--- src/rtl/mlp_layer_scheduler.sv ---
// Layer sequencer for a shared single-neuron datapath with ping-pong weight banks.
// Optional stall counter enabled by defining MLP_LAYER_SCHED_STALL_CNT_EN.
module mlp_layer_scheduler #(
  parameter int ADDR_W  = 3,
  parameter int NEURONS = 4,
  parameter int IDX_W   = (NEURONS > 1) ? $clog2(NEURONS) : 1
) (
  input  logic              clk,
  input  logic              reset,
  input  logic              start,
  input  logic              w_valid,
  output logic              w_ready,
  input  logic              x_valid,
  output logic              x_ready,
  output logic              wr_en,
  output logic              wr_bank,
  output logic [ADDR_W-1:0] wr_addr,
  output logic              rd_en,
  output logic              rd_bank,
  output logic [ADDR_W-1:0] rd_addr,
  output logic              acc_clear,
  output logic              acc_en,
  output logic              act_en,
  output logic              out_valid,
  input  logic              out_ready,
  output logic [IDX_W-1:0]  neuron_idx,
  output logic              busy,
  output logic              done
`ifdef MLP_LAYER_SCHED_STALL_CNT_EN
  ,
  output logic [15:0]       stall_cycles
`endif
);

  localparam int LD_W = $clog2(NEURONS + 1);
  localparam logic [ADDR_W-1:0] LAST_ADDR = '1;

  typedef enum logic [2:0] {
    IDLE, WAIT_BANK, MAC, FLUSH1, FLUSH2, OUTPUT
  } state_t;

  state_t          state;
  logic [1:0]      full;
  logic [LD_W-1:0] loaded;
  logic            start_acc;
  logic            wr_done;
  logic            rd_release;

  assign start_acc  = start & (state == IDLE);
  assign w_ready    = busy & ~full[wr_bank] & (loaded < LD_W'(NEURONS));
  assign wr_en      = w_valid & w_ready;
  assign wr_done    = wr_en & (wr_addr == LAST_ADDR);
  assign x_ready    = (state == MAC);
  assign rd_en      = x_valid & x_ready;
  assign acc_clear  = (state == WAIT_BANK) & full[rd_bank];
  assign rd_release = (state == OUTPUT) & out_ready;

  // Write side streams weights into whichever bank is free, independent of the FSM.
  always_ff @(posedge clk or posedge reset) begin
    if (reset) begin
      wr_bank <= 1'b0;
      wr_addr <= '0;
      loaded  <= '0;
    end else if (start_acc) begin
      wr_bank <= 1'b0;
      wr_addr <= '0;
      loaded  <= '0;
    end else if (wr_en) begin
      wr_addr <= wr_addr + 1'b1;
      if (wr_done) begin
        wr_bank <= ~wr_bank;
        loaded  <= loaded + 1'b1;
      end
    end
  end

  // Set and release always hit opposite banks, so both may land in one cycle.
  always_ff @(posedge clk or posedge reset) begin
    if (reset) begin
      full <= 2'b00;
    end else if (start_acc) begin
      full <= 2'b00;
    end else begin
      if (wr_done)    full[wr_bank] <= 1'b1;
      if (rd_release) full[rd_bank] <= 1'b0;
    end
  end

  always_ff @(posedge clk or posedge reset) begin
    if (reset) begin
      state      <= IDLE;
      rd_bank    <= 1'b0;
      rd_addr    <= '0;
      neuron_idx <= '0;
      busy       <= 1'b0;
      done       <= 1'b0;
      out_valid  <= 1'b0;
      act_en     <= 1'b0;
      acc_en     <= 1'b0;
    end else begin
      acc_en <= rd_en;
      done   <= 1'b0;
      act_en <= 1'b0;
      case (state)
        IDLE: begin
          if (start) begin
            busy       <= 1'b1;
            rd_bank    <= 1'b0;
            rd_addr    <= '0;
            neuron_idx <= '0;
            state      <= WAIT_BANK;
          end
        end
        WAIT_BANK: begin
          if (full[rd_bank]) state <= MAC;
        end
        MAC: begin
          if (rd_en) begin
            rd_addr <= rd_addr + 1'b1;
            if (rd_addr == LAST_ADDR) state <= FLUSH1;
          end
        end
        FLUSH1: begin
          act_en <= 1'b1;
          state  <= FLUSH2;
        end
        FLUSH2: begin
          out_valid <= 1'b1;
          state     <= OUTPUT;
        end
        OUTPUT: begin
          if (out_ready) begin
            out_valid <= 1'b0;
            rd_bank   <= ~rd_bank;
            if (neuron_idx == IDX_W'(NEURONS - 1)) begin
              done       <= 1'b1;
              busy       <= 1'b0;
              neuron_idx <= '0;
              state      <= IDLE;
            end else begin
              neuron_idx <= neuron_idx + 1'b1;
              state      <= WAIT_BANK;
            end
          end
        end
        default: state <= IDLE;
      endcase
    end
  end

`ifdef MLP_LAYER_SCHED_STALL_CNT_EN
  logic stall_now;
  assign stall_now = ((state == WAIT_BANK) & ~full[rd_bank]) |
                     ((state == MAC) & ~x_valid);

  always_ff @(posedge clk or posedge reset) begin
    if (reset) begin
      stall_cycles <= 16'h0000;
    end else if (start_acc) begin
      stall_cycles <= 16'h0000;
    end else if (stall_now && (stall_cycles != 16'hFFFF)) begin
      stall_cycles <= stall_cycles + 16'h0001;
    end
  end
`endif

endmodule

--- config.mk ---
export PLATFORM = sky130hd
export DESIGN_NAME = mlp_layer_scheduler
export DESIGN_NICKNAME = d
export VERILOG_FILES = /design/src/rtl/mlp_layer_scheduler.sv
export SDC_FILE = /design/constraint.sdc
export NUM_CORES = 1
export LEC_CHECK = 0
export ABC_AREA = 1
export BUFFER_PORTS_ARGS = -buffer_cell sky130_fd_sc_hd__buf_2
export CORE_UTILIZATION = 57
export CTS_CLUSTER_DIAMETER = 150
export CTS_CLUSTER_SIZE = 28
export DETAILED_ROUTE_END_ITERATION = 6
export PLACE_DENSITY = 0.88
export SLEW_MARGIN = 40
export SYNTH_ARGS = -nofsm -noshare
export SYNTH_HDL_FRONTEND = slang
export SYNTH_SLANG_ARGS = --single-unit
--- constraint.sdc ---
create_clock -name clk -period 3.89 [get_ports clk]
set_input_delay 0.778 -clock clk [delete_from_list [all_inputs] [get_ports clk]]
set_output_delay 0.778 -clock clk [all_outputs]
set_load 0.005 [all_outputs]
==> flow_summary_export.csv <==
group,metric,value,unit
timing,max_freq,442,MHz
floorplan,initial_utilization,61.9,%
cts,cts_buffer_depth,2,
timing,slew_violations,0,
worst_setup_path,cp.arrival,1480,ps
cts,postCtsSetupBuffers,0,
cts,ctsResizeCount,0,
placement,port_buffers,25,
drt,postRouteAntennaNets,0,
synth,syn-cell-area,0.00124,mm^2
drt,drcViolationCount,0,
worst_setup_path,start_kind,"register",
cells_and_area,instances_no_fill,207,
worst_setup_path,cp-endpoint,"wr_en",
synth,async_reset_ff_share,100,%
synth,yosysUniqueCellTypes,22,
cells_and_area,diodes,0,
floorplan,core,0.00200,mm^2
placement,dp_cells,203,
cts,cts_root_buf,"clkbuf_4",
synth,netlist.area_leader.share,46.5,%
worst_setup_path,critPathKind,"register to primary output",
timing,rsz0062_at_grt,"no",
floorplan,io-pin-count,26,
synth,synth_area_leaders,"dfrtp_1 (46%), nand2_1 (13%), ha_1 (6.1%), nand3_1 (5.3%), inv_1 (5.2%)",
timing,finalSetupViolCount,0,
placement,dpl.hpwl,1810,um
drt,drt_first_iter_violations,22,
global_routing,grt_pass1_vias,1037,
drt,first_pass_iters,4,
drt,vias,1083,
synth,syn_nets,164,
worst_setup_path,r2r-end,"loaded[0]$_DFFE_PP0P_",
cts,cts_tree,"done",
synth,yosys-top-cells-count,"nand2_1 (42), dfrtp_1 (23), inv_1 (17), nor2_1 (14), nand3_1 (13)",
cells_and_area,nFillCells,161,
floorplan,fp.dieH,48.6,um
timing,fin_setup_tns,0,ps
pwr,p_leak,0.837,nW
timing,final_hold_viol_count,0,
global_routing,grt_pass1_wl,4260,um
synth,yosysSeqAreaShare,46.5,%
synth,syn_area_per_cell,8.15,um^2
pwr,max-vdd-ir-drop,0.000465,V
synth,synth_top_cell_by_area,"dfrtp_1",
worst_setup_path,required,3110,ps
timing,worstMarginPinSlew,469,ps
pwr,powerDensity,633,mW/mm^2
timing,finClkSkew,9.53,ps
cts,cts_hold_buf,0,
worst_setup_path,end_kind,"primary output",
synth,ys_warn_count,0,
worst_setup_path,crit_fanout,7,
cts,cts_max_level,1,
flow_run,drv_cap,0,
worst_setup_path,cp-startpoint,"wr_bank$_DFFE_PP0P_",
run_status,outcome,"finished clean",
cells_and_area,seq_area,576,um^2
drt,wire_per_inst,11.3,um
worst_setup_path,reg2reg_setup_slack,2400,ps
global_routing,grt.overflow.total,0,
global_routing,gr-usage-met3,2.83,%
drt,wl,2330,um
worst_setup_path,r2r.worst_path.cells,6,
synth,yosysMostFrequentCell,"nand2_1",
timing,finalCritPeriodShare,58.2,%
cts,clock_latency,310,ps
drt,routed_via_density,5.23,
placement,place_congestion,0.847,
global_routing,grtUsageMet1,30.4,%
global_routing,met2_usage,38.7,%
synth,synth_edf_count,0,
floorplan,die_x,48.6,um
synth,synthCells,152,
floorplan,num_rows,16,
cts,clkTransAtPathRegs,130,ps
worst_setup_path,timing.rr.start,"wr_addr[0]$_DFFE_PP0P_",
cts,cts_made_buffers,3,
global_routing,antenna_found_initial,0,
floorplan,dieArea,0.00236,mm^2
timing,slew-limit-headroom,68.7,%
cells_and_area,drive_gt1_share,24.4,%
global_routing,grt_busiest_layer,"met2",
cells_and_area,nets,193,
synth,synth-seq-cells,23,
cts,cts.sinks,23,
global_routing,grt_usage,23.1,%
hold_path,hold_path_class,"input port to asynchronous set/reset pin",
synth,yosys_most_used_dff,"dfrtp_1",
timing,finalCriticalPeriod,2260,ps
cells_and_area,multiInputGateArea,577,um^2
global_routing,grt_max_degree,24,
cells_and_area,area_growth,14.4,%
-- critical path: stages (launching register included) --
cell,delay [ps]
dfrtp_1,440
nand2_1,100
nand3_1,180
nor3_4,270
buf_2,170
-- cell type report --
type	count	area share [%]
Clock buffer	3	1.59
Clock inverter	1	0.353
Inverter	21	5.56
Multi-Input combinational cell	107	40.7
Sequential cell	23	40.6
Tap cell	27	2.38
Timing Repair Buffer	25	8.83
-- cell families after synthesis --
group	after synthesis	share of synthesized area, %
flops	23	46.5
simple gates	92	36.6
buf+inv	22	6.97
xor+xnor	1	0.707
fa+ha+maj	6	6.06
compound gates	8	3.23
-- flip-flops by register name, indices dropped and copies added, names as in the netlist --
name and count:
wr_bank 1, rd_addr 3, full 2, busy 1, done 1, rd_bank 1
out_valid 1, neuron_idx 2, act_en 1, wr_addr 3, loaded 3, state 3
acc_en 1
-- where the power goes --
group,leakage [nW],internal (mW),total (mW),switching [mW]
combinational,0.520,0.160,0.406,0.246
clock,0.0177,0.0384,0.110,0.0716
sequential,0.299,0.313,0.382,0.0690
-- cells in the final DEF (no fill, tap or decap) --
cell type and count:
xor2_1 1, nor2_1 14, nand4_1 8, nand3b_1 4
nand2_1 42, inv_1 16, or2_2 1, nor3_1 1
inv_2 5, o21ai_1 2, nor3_4 1, clkbuf_4 3
nand3_2 1, nand3_1 13, nor2_4 1, nand2_2 1
o21ai_0 4, nand3_4 1, buf_2 25, dfrtp_1 23
ha_1 6, nor2_2 4, a21oi_1 2, clkinv_2 1
-- routing by layer --
layer	vias to the layer above	routed length, um
li1	547	-
met1	507	1090
met2	25	1120
met3	4	79
met4	0	42
met5	-	0
-- metrics by stage --
step                utilization [%]  instance area (um^2)  total power [mW]  hold WS [ps]  setup slack, ps
floorplan                         -                  1240             0.666           465             2030
global placement               69.4                  1390             0.768           450             1700
detailed placement             69.4                  1390             0.793           462             1690
CTS                            70.8                  1420             0.904           470             1640
global route                   70.8                  1420             0.984           494             1490
finish                         70.8                  1420             0.897           456             1630
-- how the worst min path moves through the flow --
stage | start | to | slack (ps) | cells past startpoint
floorplan | out_valid$_DFFE_PP0P_ | out_valid$_DFFE_PP0P_ | 470 | 2
global placement | out_valid$_DFFE_PP0P_ | out_valid$_DFFE_PP0P_ | 450 | 2
detailed placement | out_valid$_DFFE_PP0P_ | out_valid$_DFFE_PP0P_ | 460 | 2
CTS | reset | state[2]$_DFFE_PP0P_ | 470 | 2
global route | reset | rd_addr[2]$_DFFE_PP0P_ | 490 | 2
finish | reset | full[0]$_DFF_PP0_ | 460 | 2
Power figures use the tool's default switching activity.
